[src/rtl/pipe_hazard_ctrl.sv]
// Pipeline hazard/sequencing controller: per-cycle RUN/STALL/FLUSH/MEM_WAIT decision,
// saturating stall counter and sticky memory-timeout flag. Optional macro: FORWARDING_EN.
//
// state    | meaning
// ---------+--------------------------------------------------------------
// RUN      | front end advances; a jump in ID flushes one IF/ID slot
// STALL    | PC and IF/ID hold, bubble into ID/EX (RAW hazard)
// FLUSH    | taken branch: zero IF/ID, bubble ID/EX, PC loads target
// MEM_WAIT | data memory not ready: freeze front end, ID/EX and EX/MEM
module pipe_hazard_ctrl #(
    parameter int STALL_CNT_W = 16,
    parameter int MEM_TIMEOUT = 255
) (
    input  logic                   clk,
    input  logic                   reset,
    input  logic [4:0]             id_rs,
    input  logic [4:0]             id_rt,
    input  logic                   id_uses_rt,
    input  logic                   jump_in_id,
    input  logic [4:0]             id_ex_rd,
    input  logic                   id_ex_reg_write,
    input  logic                   id_ex_mem_read,
    input  logic [4:0]             ex_mem_rd,
    input  logic                   ex_mem_reg_write,
    input  logic                   branch_taken,
    input  logic                   dmem_req,
    input  logic                   dmem_ready,
    output logic                   pc_write,
    output logic                   if_id_write,
    output logic                   if_id_flush,
    output logic                   id_ex_bubble,
    output logic                   id_ex_hold,
    output logic                   ex_mem_hold,
    output logic [1:0]             state,
    output logic [STALL_CNT_W-1:0] stall_cycles,
    output logic                   mem_timeout
);

    typedef enum logic [1:0] {
        RUN      = 2'd0,
        STALL    = 2'd1,
        FLUSH    = 2'd2,
        MEM_WAIT = 2'd3
    } mode_e;

    localparam logic [STALL_CNT_W-1:0] STALL_MAX   = '1;
    localparam logic [STALL_CNT_W-1:0] STALL_ONE   = STALL_CNT_W'(1);
    localparam logic [15:0]            TIMEOUT_VAL = 16'(MEM_TIMEOUT);

    mode_e       state_q;
    mode_e       decision;
    logic [15:0] wait_cnt;
    logic [15:0] wait_cnt_inc;
    logic        load_use;
    logic        raw_hazard;

    function automatic logic reg_match(input logic [4:0] r, input logic [4:0] rs,
                                       input logic [4:0] rt, input logic uses_rt);
        return (r != 5'd0) && ((r == rs) || (uses_rt && (r == rt)));
    endfunction

    assign load_use = id_ex_mem_read && id_ex_reg_write
                      && reg_match(id_ex_rd, id_rs, id_rt, id_uses_rt);

`ifdef FORWARDING_EN
    logic unused_fwd;
    assign unused_fwd = ^{ex_mem_rd, ex_mem_reg_write};
    assign raw_hazard = load_use;
`else
    // Without bypass paths any in-flight writer of a source register must drain first.
    assign raw_hazard = load_use
                        || (id_ex_reg_write && reg_match(id_ex_rd, id_rs, id_rt, id_uses_rt))
                        || (ex_mem_reg_write && reg_match(ex_mem_rd, id_rs, id_rt, id_uses_rt));
`endif

    always_comb begin
        decision     = RUN;
        pc_write     = 1'b1;
        if_id_write  = 1'b1;
        if_id_flush  = 1'b0;
        id_ex_bubble = 1'b0;
        id_ex_hold   = 1'b0;
        ex_mem_hold  = 1'b0;
        if (dmem_req && !dmem_ready) begin
            decision    = MEM_WAIT;
            pc_write    = 1'b0;
            if_id_write = 1'b0;
            id_ex_hold  = 1'b1;
            ex_mem_hold = 1'b1;
        end else if (branch_taken) begin
            decision     = FLUSH;
            if_id_write  = 1'b0;
            if_id_flush  = 1'b1;
            id_ex_bubble = 1'b1;
        end else if (raw_hazard) begin
            decision     = STALL;
            pc_write     = 1'b0;
            if_id_write  = 1'b0;
            id_ex_bubble = 1'b1;
        end else begin
            if_id_flush  = jump_in_id;
        end
    end

    assign wait_cnt_inc = (wait_cnt == 16'hFFFF) ? wait_cnt : wait_cnt + 16'd1;

    always_ff @(negedge clk or negedge reset) begin
        if (!reset) begin
            state_q      <= RUN;
            stall_cycles <= '0;
            wait_cnt     <= '0;
            mem_timeout  <= 1'b0;
        end else begin
            state_q <= decision;
            if ((decision == STALL || decision == MEM_WAIT) && stall_cycles != STALL_MAX)
                stall_cycles <= stall_cycles + STALL_ONE;
            if (decision == MEM_WAIT) begin
                wait_cnt <= wait_cnt_inc;
                if (wait_cnt_inc == TIMEOUT_VAL)
                    mem_timeout <= 1'b1;
            end else begin
                wait_cnt <= '0;
            end
        end
    end

    assign state = state_q;

endmodule

[config.mk]
export PLATFORM = sky130hd
export DESIGN_NAME = pipe_hazard_ctrl
export DESIGN_NICKNAME = d
export VERILOG_FILES = /design/src/rtl/pipe_hazard_ctrl.sv
export SDC_FILE = /design/constraint.sdc
export NUM_CORES = 1
export LEC_CHECK = 0
export ABC_AREA = 1
export BUFFER_PORTS_ARGS = -buffer_cell sky130_fd_sc_hd__buf_4
export CAP_MARGIN = 0
export CORE_MARGIN = 3
export CORE_UTILIZATION = 55
export DETAILED_ROUTE_END_ITERATION = 8
export GPL_TIMING_DRIVEN = 1
export PLACE_DENSITY = 0.89
export SKIP_CTS_REPAIR_TIMING = 1
export SYNTH_ARGS = -nofsm -noshare
export SYNTH_HDL_FRONTEND = slang
export SYNTH_SLANG_ARGS = --single-unit
[constraint.sdc]
create_clock -name clk -period 4.1 [get_ports clk]
set_clock_uncertainty 0.15 [all_clocks]
set_input_delay 0.82 -clock clk [delete_from_list [all_inputs] [get_ports clk]]
set_output_delay 0.82 -clock clk [all_outputs]
set_load 0.1 [all_outputs]
==> key figures, run 1 <==
Clocking
  • Max clock buf depth: 2
  • Worst skew pair latency: 0.30 ns
  • H-tree Lvls: 2
  • Num CTS Buffers: 5
  • Root Driver: clkbuf_8
  • Clock Sink Count: 35
  • CTS clk-pin slew, worst paths: approximately 0.060 ns
  • TritonCTS clock tree: done

Pwr
  • Power per cell area: 306 nW/um^2
  • Leakage: 1.84 nW
  • Maximum VDD drop: 452 uV
  • Overall Power: 1.08 mW

Global route
  • GRT Overall Usage: ~23%
  • Largest net degree at the start of global routing: 36
  • Grt total ovfl: 0
  • Number of global-route vias before repair: 2644
  • Antenna violations before repair: 0
  • First-pass GRT wire length: 11100 microns

Logic synthesis
  • Synth Instances: 411
  • Xor/xnor cell area share of the yosys netlist: 6.14%
  • Post-synth EDFFs: 0
  • Post-synth top area share: 32.3%
  • Count leader, synth: nand2_1
  • Top cells by area, synth: dfrtn_1 32%, nand2_1 21%, inv_1 8.0%
  • Synth area leader: dfrtn_1
  • Ys Warns: 0
  • Yosys cell types: 30
  • Mean Syn Cell Area: 6.59 sq um
  • Top_reg_cell synth: dfrtn_1
  • Async SR Flop Fraction: between 90% and 100%
  • Synthesized Nets: 443
  • Synthesized area: 2710 sq um
  • Post-synthesis simple-gate area fraction: 45.5%
  • Synth Area in Compound Gates: 3.60%
  • Mux share of post-synthesis cell area: 0%
  • Largest family of logic cells by synthesized area: simple AND/OR/NAND/NOR gates
  • Post-synthesis sequential area ratio: 32.3%
  • Adder-Cell Fraction of Synth Area: less than 1%
  • Post-synth top cells: 148 x nand2_1, 58 x inv_1, 41 x nor2_1
  • Synthesized flop and latch total: 35

Worst setup path
  • Setup crit start kind: register
  • Crit-path max cell delay: 0.51 ns
  • WP data arrival: approximately 3.1 ns
  • Critical Path, Cell by Cell: buf_6
  • Largest fanout on the critical path: 4
  • CP delay by family, top: flip-flops
  • Worst setup path class: register to output pin
  • WP data required: 3.13 ns
  • Crit end category: output pin
  • Slowest CP cell: dfrtn_1
  • Buf/Inv on CP: 1

Floorplan
  • Starting Density: roughly 60%
  • Die area: 5800 sq um
  • Die H: ~76 microns
  • FP Rows: 24
  • Ports: 55
  • Core Region: about 4600 sq um
  • Die width: 76.2 microns

Drt
  • WL per Instance: 13.3 microns
  • DR vias/cell: around 5.3
  • DRC Markers: 0
  • Routed wire length: 7250 microns
  • First DRT Iteration DRCs: around 250
  • Antenna viol nets, final: 0
  • DR pass1 iterations: 5
  • Via count: 2889

Timing
  • Final hold violation count: 0
  • Worst-Margin Slew: 0.620 ns
  • RSZ-0062 raised after global routing: yes
  • Setup ws final: 0.00396 ns
  • Final hold slack: 0.268 ns
  • Setup TNS: 0 ns
  • Setup violations, final: 0
  • Final Slew Violations: 0
  • Max_slew headroom: 58.4%

Placement
  • HPWL Detailed: 4910 microns
  • Pre-CTS setup slack: -0.212 ns
  • Routability cong.: between 0.9 and 1
  • Post-placement cell area: 3190 sq um
  • # port buffers: 53

Min path
  • Hold crit path type: register to register

Flow run
  • Max-Cap Viols: 0

Outcome
  • Status: completed

Cells and area
  • Share of cells above drive strength 1: approximately 25%
  • Diode count: 0
  • Final instance area: 3530 sq um
  • Final nets: 511
  • Fillcell total: roughly 320
  • Area Growth Syn to Fin: 30.2%
-- report_power, final --
part | total (mW) | switching (mW) | internal (mW) | leakage [nW]
clock | 0.256 | 0.137 | 0.119 | 0.0412
combinational | 0.421 | 0.293 | 0.128 | 1.33
sequential | 0.401 | 0.0315 | 0.369 | 0.473
-- placed cells by master (no fill, tap or decap) --
cell type	instances
nor2_1	39
buf_12	3
nand4_4	2
o21ai_0	2
o21bai_1	1
clkinvlp_4	1
buf_4	49
inv_12	1
buf_8	7
ha_1	2
o21ai_1	5
inv_4	1
nor2_2	4
clkbuf_8	5
clkbuf_1	1
inv_2	9
clkinv_2	1
nor2_4	5
nand3_1	37
inv_1	52
nor3_1	7
nand2_1	144
nor3_2	2
xnor2_1	9
clkbuf_16	1
a31oi_1	1
nand3_2	9
nand2_2	6
a21oi_1	8
buf_6	7
nand2_8	3
nand2_4	1
nand4_1	9
dfrtn_1	35
xor2_1	10
o21ai_2	1
-- area by class of cell --
class / instances / area (sq um) / area share [%]
Multi-Input combinational cell: 307 / 1600 / 45.2
Sequential cell: 35 / 876 / 24.8
Timing Repair Buffer: 67 / 637 / 18.1
Inverter: 63 / 251 / 7.13
Tap cell: 65 / 81.3 / 2.31
Clock buffer: 6 / 72.6 / 2.06
Clock inverter: 2 / 12.5 / 0.355
-- registers in the layout (all words and copies together) (netlist names) --
register,count
mem_timeout,1
stall_cycles,16
state,2
wait_cnt,16
-- layer usage --
layer / GRT usage, % / wire length, microns
met2: 41.0 / 3450
met5: 0 / 0
met3: 4.73 / 579
met1: 27.9 / 2980
met4: 8.70 / 235
-- cells by family after synthesis --
family,Yosys count
AND/OR/NAND/NOR,267
buffers and inverters,70
flip-flops,35
XOR/XNOR,19
AO/OA/AOI/OAI,18
adder cells (fa/ha/maj),2
-- metrics by stage --
| step | cells | utilization [%] |
|---|---|---|
| global route | 545 | 77.2 |
| detailed placement | 527 | 69.8 |
| finish | 545 | 77.2 |
| floorplan | 411 | - |
| global placement | 527 | 69.8 |
| CTS | 535 | 71.7 |
-- worst paths after layout --
kind / from / end / slack (ns) / cells after the start
worst max-delay path: stall_cycles[14]$_DFFE_NN0P_ / stall_cycles[14] / 0.004 / 1
worst min-delay path: mem_timeout$_DFFE_NN0P_ / mem_timeout$_DFFE_NN0P_ / 0.27 / 2
worst max register to register: stall_cycles[0]$_DFFE_NN0P_ / stall_cycles[13]$_DFFE_NN0P_ / 1.81 / 6
worst min register to register: mem_timeout$_DFFE_NN0P_ / mem_timeout$_DFFE_NN0P_ / 0.27 / 2
max in group asynchronous: reset / wait_cnt[12]$_DFF_NN0_ / 1.18 / 1
min in group asynchronous: reset / wait_cnt[10]$_DFF_NN0_ / 2.25 / 1
Note: power is estimated with default switching activity, not from simulation.
==> run 2: changes to the inputs <==
ABC_AREA = not set   (was 1)
PLACE_DENSITY = 0.91   (was 0.89)
==> run 2 against run 1 <==
Effect of this change:
- the flow now finishes with violations (negative setup slack)
- utilization grew 5.4 points
- critical path depth grew 7
- synthesized cell count shrank 44%
- clock-buffer cell count shrank 1
- power grew 16%
- global-route usage grew 0.56 points
- critical endpoint is now stall_cycles[12]$_DFFE_NN0P_
==> key figures, run 2 <==
Global route
  • Number of global-route vias before repair: 1895 (-28%)
  • Grt total ovfl: 0 (unchanged)
  • GRT Overall Usage: 23.8% (+0.56 points)
  • Antenna violations before repair: 0 (unchanged)
  • Largest net degree at the start of global routing: 36 (unchanged)
  • First-pass GRT wire length: 8300 microns (-25%)

Cells and area
  • Commonest cells after routing, fill and taps aside: 66 x buf_4, 35 x dfrtn_1, 31 x nor2_1
  • Fillcell total: 189 (-41%)
  • Diode count: 0 (unchanged)
  • Final instance area: 3070 sq um (-13%)
  • Most common cell after layout, fill and taps aside: buf_4
  • Area Growth Syn to Fin: 41.7%
  • Final nets: 344 (-33%)
  • Share of cells above drive strength 1: 37.1% (+12 points)

Logic synthesis
  • Post-synthesis sequential area ratio: 40.4% (+8.1 points)
  • Post-synthesis simple-gate area fraction: 27.0% (-19 points)
  • Top cells by area, synth: dfrtn_1 40%, xor2_1 11%, xnor2_1 6.9%
  • Xor/xnor cell area share of the yosys netlist: 18.5% (+12 points)
  • Post-synth top cells: 35 x dfrtn_1, 31 x nor2_1, 27 x xor2_1
  • Async SR Flop Fraction: 100% (unchanged)
  • Top_reg_cell synth: dfrtn_1
  • Largest family of logic cells by synthesized area: simple AND/OR/NAND/NOR gates
  • Mux share of post-synthesis cell area: 2.42% (+2.4 points)
  • Adder-Cell Fraction of Synth Area: 1.15% (+0.23 points)
  • Ys Warns: 0 (unchanged)
  • Post-synth top area share: 40.4% (+8.1 points)
  • Synth Instances: 230 (-44%)
  • Synthesized Nets: 262 (-41%)
  • Yosys cell types: 45 (+50%)
  • Synthesized area: 2170 sq um (-20%)
  • Count leader, synth: dfrtn_1
  • Synth Area in Compound Gates: 6.99% (+3.4 points)
  • Post-synth EDFFs: 0 (unchanged)
  • Mean Syn Cell Area: 9.42 sq um (+43%)
  • Synthesized flop and latch total: 35 (unchanged)
  • Synth area leader: dfrtn_1

Min path
  • Hold crit path type: register to register

Drt
  • DRC Markers: 0 (unchanged)
  • Via count: 2204 (-24%)
  • Antenna viol nets, final: 0 (unchanged)
  • Routed wire length: 7040 microns (-2.8%)
  • DR vias/cell: 6.11 (+15%)
  • DR pass1 iterations: 5 (unchanged)
  • WL per Instance: 19.5 microns (+47%)
  • First DRT Iteration DRCs: 169 (-33%)

Pwr
  • Leakage: 1.48 nW (-20%)
  • Overall Power: 1.25 mW (+16%)
  • Power per cell area: 407 nW/um^2 (+33%)
  • Maximum VDD drop: 790 uV (+75%)

Worst setup path
  • Setup crit start kind: input pin
  • Worst r2r dst: stall_cycles[4]$_DFFE_NN0P_
  • WP data arrival: 2.55 ns (-0.58 ns)
  • Reg-to-Reg Start: stall_cycles[0]$_DFFE_NN0P_
  • Reg2Reg Depth: 10 (+4)
  • Crit end category: register
  • Critical Path End: stall_cycles[12]$_DFFE_NN0P_
  • R2R Setup Slk: 1.27 ns (-0.54 ns)
  • Crit path from: id_rt[0]
  • WP data required: 2.05 ns (-1.08 ns)
  • Largest fanout on the critical path: 2 (-2)
  • Worst setup path class: input pin to register

Outcome
  • Status: complete, but fails checks
  • Failing checks: negative setup slack

Clocking
  • Clock Sink Count: 35 (unchanged)
  • CTS clk-pin slew, worst paths: 0.06 ns (about the same)
  • Worst skew pair latency: 0.30 ns (about the same)
  • H-tree Lvls: 2 (unchanged)
  • Root Driver: clkbuf_8
  • TritonCTS clock tree: done
  • Max clock buf depth: 2 (unchanged)
  • Num CTS Buffers: 5 (unchanged)

Timing
  • Setup violations, final: 19 (+19)
  • Final Slew Violations: 0 (unchanged)
  • Final hold violation count: 0 (unchanged)
  • Worst-Margin Slew: 0.611 ns (-0.00893 ns)
  • Max_slew headroom: 58.9% (+0.54 points)
  • Setup ws final: -0.502 ns (-0.506 ns)
  • RSZ-0062 raised after global routing: yes

Placement
  • Post-placement cell area: 2760 sq um (-13%)
  • # port buffers: 53 (unchanged)
  • Routability cong.: 0.848 (-6.2%)
  • HPWL Detailed: 4070 microns (-17%)

Floorplan
  • FP Rows: 22 (-8.3%)
  • Die area: 4730 sq um (-19%)
  • Die width: 68.8 microns (-9.7%)
  • Die H: 68.8 microns (-9.7%)
  • Core Region: 3720 sq um (-19%)
  • Starting Density: 58.3% (-1.0 points)
  • Ports: 55 (unchanged)

Flow run
  • Max-Cap Viols: 0 (unchanged)
## run 2: cell types whose count changed after synthesis, sizes merged, moves of 3 or more
cell | previous run | this run
a21oi | 8 | 2
or4 | 0 | 3
and3 | 0 | 8
xnor2 | 9 | 17
nand3 | 46 | 11
mux2i | 0 | 3
xor2 | 10 | 28
nand4 | 11 | 18
a32oi | 0 | 3
nand2 | 153 | 19
nor2 | 48 | 31
inv | 63 | 4
nor4 | 0 | 5
nor3 | 9 | 6
## run 2: worst min-delay path by stage
stage / from / to / cells after the start
global route: mem_timeout$_DFFE_NN0P_ / mem_timeout$_DFFE_NN0P_ / 1
detailed placement: mem_timeout$_DFFE_NN0P_ / mem_timeout$_DFFE_NN0P_ / 1
floorplan: wait_cnt[8]$_DFF_NN0_ / wait_cnt[8]$_DFF_NN0_ / 3
finish: mem_timeout$_DFFE_NN0P_ / mem_timeout$_DFFE_NN0P_ / 1
global placement: mem_timeout$_DFFE_NN0P_ / mem_timeout$_DFFE_NN0P_ / 1
CTS: mem_timeout$_DFFE_NN0P_ / mem_timeout$_DFFE_NN0P_ / 1
## run 2: metrics by stage
| step | setup slack [ns] | util, % | std cells | hold slack (ns) | TNS (ns) |
|---|---|---|---|---|---|
| final | -0.502 | 82.7 | 361 | 0.270 | -7.02 |
| after CTS | -0.449 | 76.6 | 355 | 0.276 | -6.34 |
| after floorplan | -0.537 | - | 230 | 0.327 | -7.77 |
| after global placement | -0.713 | 74.2 | 347 | 0.273 | -10.62 |
| after global routing | -0.657 | 82.7 | 361 | 0.308 | -8.17 |
| after detailed placement | -0.754 | 74.2 | 347 | 0.276 | -11.32 |
## run 2: logic make-up after synthesis
logic type / Yosys count
fa+ha+maj: 2
buf+inv: 14
mux: 5
simple gates: 108
compound gates: 21
flops: 35
xor+xnor: 45
## run 2: layout make-up
| type | count | area, sq um | share of cell area [%] |
|---|---|---|---|
| multi-input combinational | 182 | 1320 | 42.9 |
| sequential | 35 | 876 | 28.5 |
| timing repair buffer | 83 | 706 | 23.0 |
| clock buffer | 5 | 68.8 | 2.24 |
| tap | 48 | 60.1 | 1.96 |
| inverter | 5 | 22.5 | 0.733 |
| clock inverter | 3 | 20.0 | 0.652 |
## run 2: worst max-delay path, stage by stage
cell     delay, ns
buf_4         0.12
xor2_1        0.15
nor4_1        0.35
a32oi_1       0.20
o22ai_1       0.29
a21o_1        0.18
nand4_1       0.10
mux2_4        0.33
## run 2: where the power goes
group,leakage (nW),switching [mW],internal [mW],total [mW]
Combinational,0.967,0.389,0.179,0.568
Clock,0.0402,0.138,0.118,0.256
Sequential,0.473,0.0439,0.380,0.424
## run 2: layer usage
| metal | part of all wire (%) | global-route usage (%) | up-vias |
|---|---|---|---|
| li1 | - | - | 968 |
| met5 | 0 | 0 | - |
| met2 | 53 | 41.8 | 126 |
| met3 | 6.8 | 4.05 | 34 |
| met4 | 3.7 | 9.73 | 0 |
| met1 | 37 | 28.6 | 1076 |
==> run 3: changes to the inputs <==
MAX_ROUTING_LAYER = met4   (was not set)
==> run 3 against run 2 <==
Effect of this change:
- the flow still finishes with violations (negative setup slack)
- flip-flop and latch count stayed put
- setup slack worse by 0.0039 ns
- final cell count stayed put
- global-route usage is 0.67 points higher
- first-iteration DRC count is 14% lower
- largest power group unchanged
- power hardly changed
- wire length is 0.26% lower
- die area stayed put
- critical endpoint is now stall_cycles[14]$_DFFE_NN0P_
- combinational power hardly changed
- utilization stayed put
- largest cell class unchanged
==> key figures, run 3 (synthesis results as in run 2) <==
Outcome
  • Status: complete, but fails checks
  • Failing checks: negative setup slack

Floorplan
  • FP Rows: 22 (unchanged)
  • Ports: 55 (unchanged)
  • Die area: 4730 sq um (unchanged)
  • Starting Density: 58.3% (unchanged)
  • Core Region: 3720 sq um (unchanged)
  • Die width: 68.8 microns (unchanged)
  • Die H: 68.8 microns (unchanged)

Global route
  • Largest net degree at the start of global routing: 36 (unchanged)
  • GRT Overall Usage: 24.5% (+0.67 points)
  • Number of global-route vias before repair: 1897 (+0.11%)
  • Grt total ovfl: 0 (unchanged)
  • First-pass GRT wire length: 8300 microns (unchanged)
  • Antenna violations before repair: 0 (unchanged)

Clocking
  • H-tree Lvls: 2 (unchanged)
  • Num CTS Buffers: 5 (unchanged)
  • Max clock buf depth: 2 (unchanged)
  • CTS clk-pin slew, worst paths: 0.05 ns (about the same)
  • Worst skew pair latency: 0.30 ns (about the same)
  • Clock Sink Count: 35 (unchanged)
  • TritonCTS clock tree: done
  • Root Driver: clkbuf_8

Drt
  • DR vias/cell: 6.06 (-0.68%)
  • First DRT Iteration DRCs: 145 (-14%)
  • DRC Markers: 0 (unchanged)
  • Via count: 2189 (-0.68%)
  • WL per Instance: 19.5 microns (-0.26%)
  • Routed wire length: 7020 microns (-0.26%)
  • Antenna viol nets, final: 0 (unchanged)
  • DR pass1 iterations: 4 (-1)

Worst setup path
  • WP data required: 2.04 ns (about the same)
  • R2R Setup Slk: 1.24 ns (-0.03 ns)
  • Worst setup path class: input pin to register
  • WP data arrival: 2.55 ns (about the same)
  • Largest fanout on the critical path: 6 (+4)
  • Crit end category: register
  • Setup crit start kind: input pin

Cells and area
  • Final instance area: 3070 sq um (unchanged)
  • Non-filler cells, final: 361 (unchanged)
  • Most common cell after layout, fill and taps aside: buf_4
  • Area Growth Syn to Fin: 41.7% (unchanged)
  • Fillcell total: 189 (unchanged)
  • Share of cells above drive strength 1: 37.1% (unchanged)
  • Commonest cells after routing, fill and taps aside: 66 x buf_4, 35 x dfrtn_1, 31 x nor2_1
  • Final nets: 344 (unchanged)
  • Diode count: 0 (unchanged)

Placement
  • Routability cong.: 0.861 (+1.6%)
  • Post-placement cell area: 2760 sq um (unchanged)
  • Placed insts: 347 (unchanged)
  • HPWL Detailed: 4070 microns (unchanged)
  • # port buffers: 53 (unchanged)

Pwr
  • Comb pwr share: 45.5% (about the same)
  • Cell-internal power: 677 uW (about the same)
  • Leakage: 1.48 nW (unchanged)
  • Switching part of the total: 45.7% (about the same)
  • Power per cell area: 406 nW/um^2 (about the same)
  • P_sw: 571 uW (-0.12%)
  • Maximum VDD drop: 791 uV (+0.20%)
  • Clock share of power: 20.5% (about the same)
  • Sequential group share of total power: 34.0% (about the same)

Timing
  • Setup TNS: -7.52 ns (-0.505 ns)
  • Setup ws final: -0.506 ns (-0.00389 ns)
  • Max_slew headroom: 58.7% (-0.15 points)
  • Final Slew Violations: 0 (unchanged)
  • Setup violations, final: 21 (+2)
  • RSZ-0062 raised after global routing: yes
  • Final hold violation count: 0 (unchanged)
  • Worst-Margin Slew: 0.613 ns (+0.00221 ns)

Flow run
  • Max-Cap Viols: 0 (unchanged)

Min path
  • Hold crit path type: register to register
run 3: worst max-delay path: stages:
cell	delay [ns]
buf_6	0.09
buf_6	0.11
xor2_2	0.14
nor4_1	0.30
a32oi_1	0.20
o22a_1	0.25
a21bo_2	0.31
nand4_1	0.17
xnor2_1	0.16
run 3: worst paths after layout:
check / start / endpoint / cells past startpoint
setup / recovery: id_ex_rd[1] / stall_cycles[14]$_DFFE_NN0P_ / 9
hold / removal: mem_timeout$_DFFE_NN0P_ / mem_timeout$_DFFE_NN0P_ / 1
setup reg to reg: stall_cycles[0]$_DFFE_NN0P_ / stall_cycles[5]$_DFFE_NN0P_ / 10
hold reg to reg: mem_timeout$_DFFE_NN0P_ / mem_timeout$_DFFE_NN0P_ / 1
max in group asynchronous: reset / wait_cnt[11]$_DFF_NN0_ / 1
min in group asynchronous: reset / wait_cnt[6]$_DFF_NN0_ / 1
run 3: per-stage QoR:
stage                     setup WS (ns)  total power [mW]  hold slack (ns)  util [%]
final                            -0.506              1.25            0.272      82.7
after global routing             -0.580              1.28            0.308      82.7
after CTS                        -0.449              1.14            0.276      76.6
after detailed placement         -0.754             0.894            0.276      74.2
after global placement           -0.713             0.887            0.273      74.2
after floorplan                  -0.537             0.753            0.327         -
run 3: power by group through the flow:
stage,registers [mW],clock network [mW],logic [mW]
floorplan,0.633,0,0.119
global placement,0.417,0,0.470
detailed placement,0.417,0,0.477
CTS,0.413,0.252,0.478
global route,0.426,0.273,0.584
finish,0.424,0.256,0.568
run 3: layout make-up:
type / instances / area [sq um] / area share, %
Inverter: 5 / 22.5 / 0.733
Clock inverter: 3 / 20.0 / 0.652
Tap cell: 48 / 60.1 / 1.96
Sequential cell: 35 / 876 / 28.5
Timing Repair Buffer: 83 / 706 / 23.0
Multi-Input combinational cell: 182 / 1320 / 42.9
Clock buffer: 5 / 68.8 / 2.24
run 3: metal layers:
| metal | GRT usage (%) | vias to the layer above | wire (microns) |
|---|---|---|---|
| li1 | - | 968 | - |
| met1 | 28.7 | 1080 | 2610 |
| met2 | 41.8 | 109 | 3710 |
| met3 | 3.89 | 32 | 416 |
| met4 | 9.73 | 0 | 279 |
| met5 | - | - | 0 |
